File: src/rtl/dstream_rr_arbiter_pkg.sv
// rtl/dstream_rr_arbiter_pkg.sv - shared types and constants for the burst round-robin stream arbiter
//
// Holds the arbiter state encoding and the beat-counter width derivation so
// the top level and any future siblings agree on both.

package dstream_rr_arbiter_pkg;

    // IDLE: no requester owns the output. OWN: one requester holds a burst.
    typedef enum logic {
        IDLE = 1'b0,
        OWN  = 1'b1
    } arb_state_e;

    localparam int DEFAULT_BURST = 4;

    // The counter has to hold values 1..burst, so it needs clog2(burst+1) bits.
    function automatic int cnt_width(input int burst);
        return (burst < 2) ? 1 : $clog2(burst + 1);
    endfunction

endpackage

File: src/rtl/dstream_rr_arbiter_if.sv
// rtl/dstream_rr_arbiter_if.sv - valid/ready/data stream interface used for the arbiter output
//
// Signals:
//   valid - producer has a beat on data
//   ready - consumer accepts the beat this cycle
//   data  - N-bit payload
// Modports:
//   out  - producer side (drives valid/data, samples ready)
//   sink - consumer side (samples valid/data, drives ready)

interface dstream #(
    parameter int N = 16
) ();
    logic         valid;
    logic         ready;
    logic [N-1:0] data;

    modport out  (output valid, output data, input ready);
    modport sink (input valid, input data, output ready);
endinterface

File: src/rtl/dstream_rr_arbiter_rr_select.sv
// rtl/dstream_rr_arbiter_rr_select.sv - combinational round-robin picker
//
// Ports:
//   req_i   - request vector, one bit per requester
//   start_i - index searched first; search proceeds upward and wraps
//   gnt_o   - one-hot grant of the first asserted request found
//   idx_o   - binary index of that request
//   any_o   - at least one request is asserted

module rr_select #(
    parameter int NUM_IN = 4,
    parameter int IW     = $clog2(NUM_IN)
) (
    input  logic [NUM_IN-1:0] req_i,
    input  logic [IW-1:0]     start_i,
    output logic [NUM_IN-1:0] gnt_o,
    output logic [IW-1:0]     idx_o,
    output logic              any_o
);

    int pos;

    always_comb begin
        gnt_o = '0;
        idx_o = '0;
        any_o = 1'b0;
        pos   = 0;
        for (int k = 0; k < NUM_IN; k++) begin
            // Explicit wrap instead of a modulo so non-power-of-two NUM_IN works.
            pos = int'(start_i) + k;
            if (pos >= NUM_IN) begin
                pos = pos - NUM_IN;
            end
            if (!any_o && req_i[pos]) begin
                any_o      = 1'b1;
                idx_o      = IW'(pos);
                gnt_o[pos] = 1'b1;
            end
        end
    end

endmodule

File: src/rtl/dstream_rr_arbiter.sv
// rtl/dstream_rr_arbiter.sv - burst round-robin arbiter merging NUM_IN streams into one
//
// Ports:
//   clk      - clock, all logic on the rising edge
//   reset    - synchronous active-high reset
//   in_valid - per-requester valid
//   in_ready - per-requester ready, at most one bit high
//   in_data  - per-requester payload, packed NUM_IN x N
//   out      - merged output stream (dstream.out)
//   out_src  - requester index of the beat on out.data, meaningful while out.valid

module dstream_rr_arbiter
    import dstream_rr_arbiter_pkg::*;
#(
    parameter  int N      = 16,
    parameter  int NUM_IN = 4,
    parameter  int BURST  = DEFAULT_BURST,
    localparam int IW     = $clog2(NUM_IN)
) (
    input  logic                     clk,
    input  logic                     reset,
    input  logic [NUM_IN-1:0]        in_valid,
    output logic [NUM_IN-1:0]        in_ready,
    input  logic [NUM_IN-1:0][N-1:0] in_data,
    dstream.out                      out,
    output logic [IW-1:0]            out_src
);

    localparam int CNT_W = cnt_width(BURST);

    arb_state_e    state_q;
    logic [IW-1:0] last_q;      // current owner while OWN, previous owner while IDLE
    logic [CNT_W-1:0] cnt_q;    // beats granted to the owner in the current burst

    logic          out_valid_q;
    logic [N-1:0]  out_data_q;
    logic [IW-1:0] out_src_q;

    logic              load;
    logic              keep_owner;
    logic              accept;
    logic [IW-1:0]     start;
    logic [IW-1:0]     sel_idx;
    logic [NUM_IN-1:0] rr_gnt;
    logic [IW-1:0]     rr_idx;
    logic              rr_any;

    // The single output register may be refilled when empty or draining.
    assign load = !out_valid_q || out.ready;

    assign start = (last_q == IW'(NUM_IN - 1)) ? '0 : last_q + 1'b1;

    rr_select #(
        .NUM_IN (NUM_IN),
        .IW     (IW)
    ) u_rr_select (
        .req_i   (in_valid),
        .start_i (start),
        .gnt_o   (rr_gnt),
        .idx_o   (rr_idx),
        .any_o   (rr_any)
    );

    // The owner keeps the grant only while it still has a beat and burst budget;
    // otherwise the search moves on, so a dropped owner costs no bubble.
    assign keep_owner = (state_q == OWN) && in_valid[last_q] && (cnt_q < CNT_W'(BURST));
    assign sel_idx    = keep_owner ? last_q : rr_idx;
    assign accept     = load && !reset && (keep_owner || rr_any);

    always_comb begin
        in_ready = '0;
        if (accept) begin
            if (keep_owner) begin
                in_ready[last_q] = 1'b1;
            end else begin
                in_ready = rr_gnt;
            end
        end
    end

    always_ff @(posedge clk) begin
        if (reset) begin
            state_q     <= IDLE;
            cnt_q       <= '0;
            last_q      <= IW'(NUM_IN - 1);
            out_valid_q <= 1'b0;
            out_data_q  <= '0;
            out_src_q   <= '0;
        end else if (load) begin
            out_valid_q <= accept;
            if (accept) begin
                out_data_q <= in_data[sel_idx];
                out_src_q  <= sel_idx;
                state_q    <= OWN;
                last_q     <= sel_idx;
                cnt_q      <= keep_owner ? cnt_q + 1'b1 : CNT_W'(1);
            end else begin
                // Nobody valid: drop ownership but keep last_q so fairness resumes
                // from the same point.
                state_q <= IDLE;
                cnt_q   <= '0;
            end
        end
    end

    assign out.valid = out_valid_q;
    assign out.data  = out_data_q;
    assign out_src   = out_src_q;

endmodule

File: src/flat_wrapper.sv
// flat-port wrapper written by rule: the top's interface ports become plain ports
module dstream_rr_arbiter_flat import dstream_rr_arbiter_pkg::*;
#(
    parameter  int N      = 16,
    parameter  int NUM_IN = 4,
    parameter  int BURST  = DEFAULT_BURST,
    localparam int IW     = $clog2(NUM_IN)
)
  (clk, reset, in_valid, in_ready, in_data, out_src, out_valid, out_data, out_ready);
  dstream #(.N(N)) out_i ();
  input  logic clk;
  input  logic reset;
  input  logic [NUM_IN-1:0] in_valid;
  output logic [NUM_IN-1:0] in_ready;
  input  logic [NUM_IN-1:0][N-1:0] in_data;
  output logic [IW-1:0] out_src;
  output wire logic [$bits(out_i.valid)-1:0] out_valid;
  output wire logic [$bits(out_i.data)-1:0] out_data;
  input wire logic [$bits(out_i.ready)-1:0] out_ready;
  assign out_valid = out_i.valid;
  assign out_data = out_i.data;
  assign out_i.ready = out_ready;
  dstream_rr_arbiter #(.N(N), .NUM_IN(NUM_IN), .BURST(BURST)) u_core (.clk(clk), .reset(reset), .in_valid(in_valid), .in_ready(in_ready), .in_data(in_data), .out(out_i), .out_src(out_src));
endmodule
File: config.mk
export PLATFORM = sky130hd
export DESIGN_NAME = dstream_rr_arbiter_flat
export DESIGN_NICKNAME = d
export VERILOG_FILES = /design/src/rtl/dstream_rr_arbiter_pkg.sv /design/src/rtl/dstream_rr_arbiter_if.sv /design/src/rtl/dstream_rr_arbiter_rr_select.sv /design/src/rtl/dstream_rr_arbiter.sv /design/src/flat_wrapper.sv
export SDC_FILE = /design/constraint.sdc
export NUM_CORES = 1
export LEC_CHECK = 0
export CELL_PAD_IN_SITES_DETAIL_PLACEMENT = 0
export CELL_PAD_IN_SITES_GLOBAL_PLACEMENT = 1
export CORE_MARGIN = 4
export CORE_UTILIZATION = 29
export CTS_CLUSTER_DIAMETER = 120
export DETAILED_ROUTE_END_ITERATION = 10
export MAX_ROUTING_LAYER = met4
export PLACE_DENSITY_LB_ADDON = 0.1
export SYNTH_ARGS = -nofsm -noshare
export SYNTH_HDL_FRONTEND = slang
export SYNTH_SLANG_ARGS = --single-unit
File: constraint.sdc
create_clock -name clk -period 3.35 [get_ports clk]
set_input_delay 0.5025 -clock clk [delete_from_list [all_inputs] [get_ports clk]]
set_output_delay 0.5025 -clock clk [all_outputs]
set_load 0.005 [all_outputs]
==> results of run 1 <==
## logic make-up after synthesis
logic type / after synthesis / synth area share, %
flip-flops: 24 / 25.02
buffers and inverters: 21 / 6.970
adder cells (fa/ha/maj): 8 / 5.212
AO/OA/AOI/OAI: 57 / 24.24
AND/OR/NAND/NOR: 64 / 15.11
multiplexers: 41 / 23.45
## power breakdown
part	total (uW)	leakage [uW]	switching (uW)	internal, uW
clock	172	0.0000216	91.5	80.4
combinational	2070	0.00109	982	1080
sequential	454	0.000199	57.9	396
## Yosys cell counts, drive strengths merged
library cell  number  area [um^2]
a2bb2oi            1        8.760
and2               1        6.260
a22o               1        8.760
nor2              17        71.32
dfxtp             24        480.5
nand2b             3        18.77
a211oi             2        15.01
nor3b              1        7.510
o221ai            16        140.1
o32ai              1        8.760
a31o               1        8.760
mux2               2        22.52
o22a               1        8.760
o21ai              9        45.04
nand3              5        25.02
a32oi              1        8.760
a21boi             1        7.510
buf               13        103.8
o311a              2        20.02
a2111oi            2        36.29
nand2             27        101.4
inv                6        22.52
ha                 8        100.1
a21oi             13        80.08
nor2b              3        18.77
a221oi             2        17.52
mux4               3        67.56
o31ai              1        7.510
a211o              1        8.760
or3                1        6.260
a21o               1        15.01
mux2i             36        360.4
nor3               6        35.03
o22ai              1        20.02
clkbuf             2        7.510
## layout make-up
cell class,instances,area [um^2],area share (%)
inverter,6,26.28,0.8294
sequential,24,485.5,15.32
clock buffer,3,41.29,1.303
multi-input combinational,170,1355,42.77
timing repair buffer,121,1164,36.73
tap,77,96.34,3.041
## through the flow
stage,setup WS [ns],hold WS (ns),cells,util [%],cell area [um^2]
floorplan,0.5130,0.4356,215,-,1921
global placement,0.04315,0.4441,392,47.20,3014
detailed placement,0.01141,0.4500,392,47.20,3014
CTS,0.006142,0.4730,395,47.98,3064
global route,-0.01681,0.4920,401,49.61,3168
finish,0.1240,0.4668,401,49.61,3168
## timing repair
| action | CTS | global route |
|---|---|---|
| pin swaps | 0 | 1 |
| setup endpoints to repair | 4 | 4 |
| buffers inserted | 0 | 6 |
| endpoints found under the hold margin | 0 | 0 |
| hold buffers | 0 | 0 |
| resized for setup | 4 | 17 |
## cells in the final DEF (no fill, tap or decap), types with 4 or more instances in the layout
cell             count
nor3_1               5
nand2_1             27
inv_1                4
nand3_1              5
ha_1                 5
clkdlybuf4s50_1     89
a21oi_1             11
mux2i_1             35
buf_4               27
nor2_1              14
dfxtp_1             22
o21ai_0              5
o221ai_1            16
dlymetal6s2s_1       4
## worst min path at each step
stage	cells after the start	startpoint	slack [ns]	to
floorplan	2	u_core.cnt_q[1]	0.44	u_core.cnt_q[1]
global placement	2	u_core.cnt_q[1]	0.44	u_core.cnt_q[1]
detailed placement	2	u_core.out.data[3]	0.45	u_core.out.data[3]
CTS	2	u_core.cnt_q[1]	0.47	u_core.cnt_q[1]
global route	2	u_core.out.data[14]	0.49	u_core.out.data[14]
finish	2	u_core.out.data[3]	0.47	u_core.out.data[3]
## critical path, cell delays in order
cell	delay, ns
clkdlybuf4s50_1	0.47
mux4_2	0.48
and2_1	0.21
a2111oi_4	0.34
or3_4	0.22
nor3_1	0.06
clkdlybuf4s50_1	0.44
## flip-flops by register name, indices dropped and copies added, names as in the netlist
signal and cells:
u_core.last_q 2, u_core.out_src 2, u_core.out.valid 1, u_core.out.data 16, u_core.cnt_q 3
## layer usage
metal,up-vias,GRT usage (%),part of all wire (%)
met4,0,2.300,0.48
met2,59,27.19,51
met3,2,3.226,5.7
met5,-,-,0
li1,1025,-,-
met1,920,18.51,42
==> impl_metrics.py, run 1 <==
metrics = {
    "yosys": {
        "syn_avg_cell_area_um2": 8.933,
        "yosysWarnings": 0,
        "ys_seq_area_share_pct": 25.02,
        "synth.net_count": 294,
        "syn-cell-area_um2": 1921,
        "ys_ff_latch": 24,
        "post_synth_num_cell_types": 44,
        "synthCells": 215,
    },
    "sta": {
        "hold_viol": 0,
        "setup_viol": 0,
        "fmax_ghz": 0.3100,
        "period_share_pct": 96.30,
        "skew_ns": 0.003047,
        "tightest_slew_ns": 0.4998,
        "fin_crit_ns": 3.226,
        "final-max-slew-violation-count": 0,
        "tns_ns": 0,
        "relSlewSlack_pct": 66.61,
        "rsz0062_at_grt": "yes",
    },
    "global_route": {
        "grt_pass1_vias": 1941,
        "track_usage_pct": 15.47,
        "antenna_found_initial": 0,
        "globalRouteOverflowTotal": 0,
        "grt_pass1_wl_um": 9432,
        "grt_max_degree": 34,
    },
    "routing": {
        "vias": 2006,
        "viasPerCell": 5.002,
        "wl_per_cell_um": 14.99,
        "initialDrtViolationCount": 47,
        "dr.pass1.iters": 4,
        "drc_errors": 0,
        "ant_nets": 0,
        "wirelength_um": 6009,
    },
    "power_and_ir_drop": {
        "ir_drop_mv": 0.4627,
        "p_per_area_nw_per_um2": 849.7,
        "p_leak_uw": 0.001315,
        "p_total_uw": 2692,
    },
    "cts": {
        "htreeDepth": 1,
        "insertion_delay_ns": 0.26,
        "cts_tree": "done",
        "clock-root-buffer": "clkbuf_8",
        "cts_max_path_buffers": 2,
        "cts_sinks": 24,
        "clk_pin_slew_ns": 0.09,
        "cts_inserted_buffers": 3,
    },
    "floorplan": {
        "io_pins": 94,
        "start_util_pct": 30.07,
        "die_area_um2": 7989,
        "core_um2": 6386,
        "die_x_um": 89.38,
        "die_h_um": 89.38,
        "rows": 29,
    },
    "critical_path": {
        "start_kind": "input port",
        "cp.arrival_ns": 2.72,
        "cp_max_fo": 5,
        "setup.worst_path.start": "in_valid[2]",
        "reg2reg_depth": 11,
        "rr_startpoint": "u_core.last_q[1]",
        "crit_type": "input port to output pin",
        "rr_endpoint": "u_core.out.data[1]",
        "rrSetupSlack_ns": 0.60,
        "cp-end-kind": "output pin",
        "cp-endpoint": "in_ready[0]",
        "worst_ep_required_time_ns": 2.85,
    },
    "cells_and_area": {
        "num_antenna_cells": 0,
        "area_growth_pct": 64.95,
        "finalNetCount": 405,
        "nFillCells": 627,
        "drive_gt1_share_pct": 17.28,
    },
    "place": {
        "dpl.hpwl_um": 4623,
        "place.gp.congestion": 0.8398,
        "numPortBuffers": 93,
    },
    "status": {
        "outcome": "finished, final reports clean",
    },
    "flow_run": {
        "maxCapViolations": 0,
    },
    "min_path": {
        "hold_class": "flip-flop to flip-flop",
    },
}
No activity file was read; power rests on OpenSTA's default activity.
==> run 2, diff against run 1 <==
--- a/config.mk
+++ b/config.mk
@@ -11,8 +11,8 @@
 export CORE_UTILIZATION = 29
 export CTS_CLUSTER_DIAMETER = 120
 export DETAILED_ROUTE_END_ITERATION = 10
-export MAX_ROUTING_LAYER = met4
 export PLACE_DENSITY_LB_ADDON = 0.1
+export SETUP_SLACK_MARGIN = 0.02
 export SYNTH_ARGS = -nofsm -noshare
 export SYNTH_HDL_FRONTEND = slang
 export SYNTH_SLANG_ARGS = --single-unit
==> run 2 against run 1 <==
Effect of this change: worst hold slack gained 0.00088 ns; non-clock buffer count shrank 5; power shrank 2.2%; via count increased by 0.25%; fmax rose by 2.3%; critical path depth unchanged; combinational power shrank 3%; utilization fell by 0.59 points; critical endpoint is now in_ready[1]; largest power group unchanged.
==> impl_metrics.py, run 2 (synthesis gave the netlist of run 1 again) <==
metrics = {
    "routing": {
        "drc_errors": 0,
        "highest_layer": "met4",
        "initialDrtViolationCount": 49,
        "viasPerCell": 5.078,
        "wl_met1_um": 2509,
        "ant_nets": 0,
        "wl_met2_um": 3042,
        "dr.pass1.iters": 4,
        "wl_per_cell_um": 15.03,
        "wl_met3_um": 369,
        "vias": 2011,
        "wirelength_um": 5951,
    },
    "critical_path": {
        "crit_type": "flip-flop to output pin",
        "cp_max_fo": 13,
        "max_stage_delay_ns": 0.59,
        "start_kind": "flip-flop",
        "cp-end-kind": "output pin",
        "path_cells": "buf_6 > mux4_2 > nor2_1 > a221oi_1 > o311a_1 > nor3_1 > clkdlybuf4s50_1",
        "critPathSlowestCell": "mux4_2",
        "cp.arrival_ns": 2.65,
        "worst_ep_required_time_ns": 2.85,
    },
    "cells_and_area": {
        "final_common_cell": "clkdlybuf4s50_1",
        "seqCellArea_um2": 488.0,
        "largest_register_ffs": 16,
        "final_cell_count_no_fill": 396,
        "drive_gt1_share_pct": 15.36,
        "stdcell_area_um2": 3131,
        "mostFrequentLayoutCells": "clkdlybuf4s50_1, mux2i_1, nand2_1",
        "area_growth_pct": 63.00,
        "nFillCells": 627,
        "finalNetCount": 400,
        "multiInputGateArea_um2": 1350,
        "finish.utilization_pct": 49.02,
        "num_antenna_cells": 0,
    },
    "power_and_ir_drop": {
        "pwr-share-seq_pct": 17.6,
        "power.internal_uw": 1517,
        "ir_drop_mv": 0.4601,
        "p_leak_uw": 0.001292,
        "combPwrFrac_pct": 75.8,
        "p_sw_share_pct": 42.37,
        "netSwitchingPower_uw": 1115,
        "p_per_area_nw_per_um2": 840.9,
        "power_frac_clock_pct": 6.6,
    },
    "cts": {
        "insertion_delay_ns": 0.26,
        "cts_inserted_buffers": 3,
        "cts_tree": "done",
        "clk_pin_slew_ns": 0.09,
        "htreeDepth": 1,
        "clock-root-buffer": "clkbuf_8",
        "cts_sinks": 24,
        "cts_max_path_buffers": 2,
        "cts_hold_buf": 0,
    },
    "floorplan": {
        "start_util_pct": 30.07,
        "die_h_um": 89.38,
        "core_um2": 6386,
        "io_pins": 94,
        "die_x_um": 89.38,
        "die_area_um2": 7989,
        "rows": 29,
    },
    "global_route": {
        "antenna_found_initial": 0,
        "grt_pass1_vias": 1940,
        "globalRouteOverflowTotal": 0,
        "grt_max_degree": 34,
        "track_usage_pct": 15.01,
        "grt_pass1_wl_um": 9480,
    },
    "sta": {
        "tightest_slew_ns": 0.4920,
        "skew_ns": 0.002818,
        "hold_viol": 0,
        "period_share_pct": 94.10,
        "final-max-slew-violation-count": 0,
        "relSlewSlack_pct": 67.13,
        "setup_viol": 0,
        "hold_slack_ns": 0.4677,
        "tns_ns": 0,
        "fin_crit_ns": 3.152,
        "rsz0062_at_grt": "no",
        "fmax_ghz": 0.3172,
    },
    "place": {
        "dp_cells": 392,
        "dpl.hpwl_um": 4623,
        "placed_area_um2": 3014,
        "place.gp.congestion": 0.8273,
        "numPortBuffers": 93,
    },
    "flow_run": {
        "maxCapViolations": 0,
    },
    "min_path": {
        "hold_class": "flip-flop to flip-flop",
    },
    "status": {
        "outcome": "finished, final reports clean",
    },
}
## run 2: cell types whose count changed in the layout (fill, tap and decap cells not counted), sizes merged
cell	change
inv	+1
clkinvlp	-1
buf	-5
## run 2: per-stage QoR
| stage | power (uW) | worst slack, ns |
|---|---|---|
| 2_1_floorplan | 1814 | 0.5130 |
| 3_3_place_gp | 2411 | 0.04315 |
| 3_5_place_dp | 2417 | 0.01141 |
| 4_1_cts | 2606 | 0.02217 |
| 5_1_grt | 2858 | 0.03570 |
| 6_report | 2632 | 0.1976 |
## run 2: final timing paths
kind / start / end / slack [ns] / cells past startpoint
worst max-delay path: u_core.last_q[0] / in_ready[1] / 0.20 / 7
worst min-delay path: u_core.out.data[3] / u_core.out.data[3] / 0.47 / 2
worst min register to register: u_core.out.data[3] / u_core.out.data[3] / 0.47 / 2
worst max register to register: u_core.last_q[1] / u_core.out.data[12] / 0.65 / 11
## run 2: timing repair
action,4_1_cts,5_1_grt
setup endpoints to repair,4,4
setup buffers,0,1
resized for setup,5,16
## run 2: cell type report
class                   instances  share of cell area (%)
well taps                      77                   3.078
clock buffers                   3                   1.319
inverters                       6                  0.7994
flip-flops and latches         24                   15.59
repair buffers                116                   36.09
multi-input cells             170                   43.13
## run 2: metal layers
layer	track usage, %	up-vias
met5	0	-
met4	2.300	0
met3	3.779	2
met2	27.26	58
met1	18.13	931
li1	-	1020
## run 2: power by group through the flow
stage | Sequential [uW] | Combinational, uW | Clock (uW)
3_5_place_dp | 458 | 1960 | 0
5_1_grt | 477 | 2190 | 187
6_report | 462 | 2000 | 174
2_1_floorplan | 459 | 1350 | 0
4_1_cts | 456 | 1970 | 180
3_3_place_gp | 456 | 1960 | 0
## run 2: worst max-delay path: cells and delay by family (launching register included)
family | cells | cell delay, ns
DFF | 1 | 0.39
AOI/OAI and AO/OA | 2 | 0.39
buffers and inverters | 2 | 0.71
muxes | 1 | 0.59
and+or+nand+nor | 2 | 0.31
==> run 3, diff against run 2 <==
--- a/config.mk
+++ b/config.mk
@@ -13,6 +13,7 @@
 export DETAILED_ROUTE_END_ITERATION = 10
 export PLACE_DENSITY_LB_ADDON = 0.1
 export SETUP_SLACK_MARGIN = 0.02
+export SLEW_MARGIN = 30
 export SYNTH_ARGS = -nofsm -noshare
 export SYNTH_HDL_FRONTEND = slang
 export SYNTH_SLANG_ARGS = --single-unit
==> results of run 3 <==
Same layout as run 2: the final DEF is identical, and so are final timing and power.
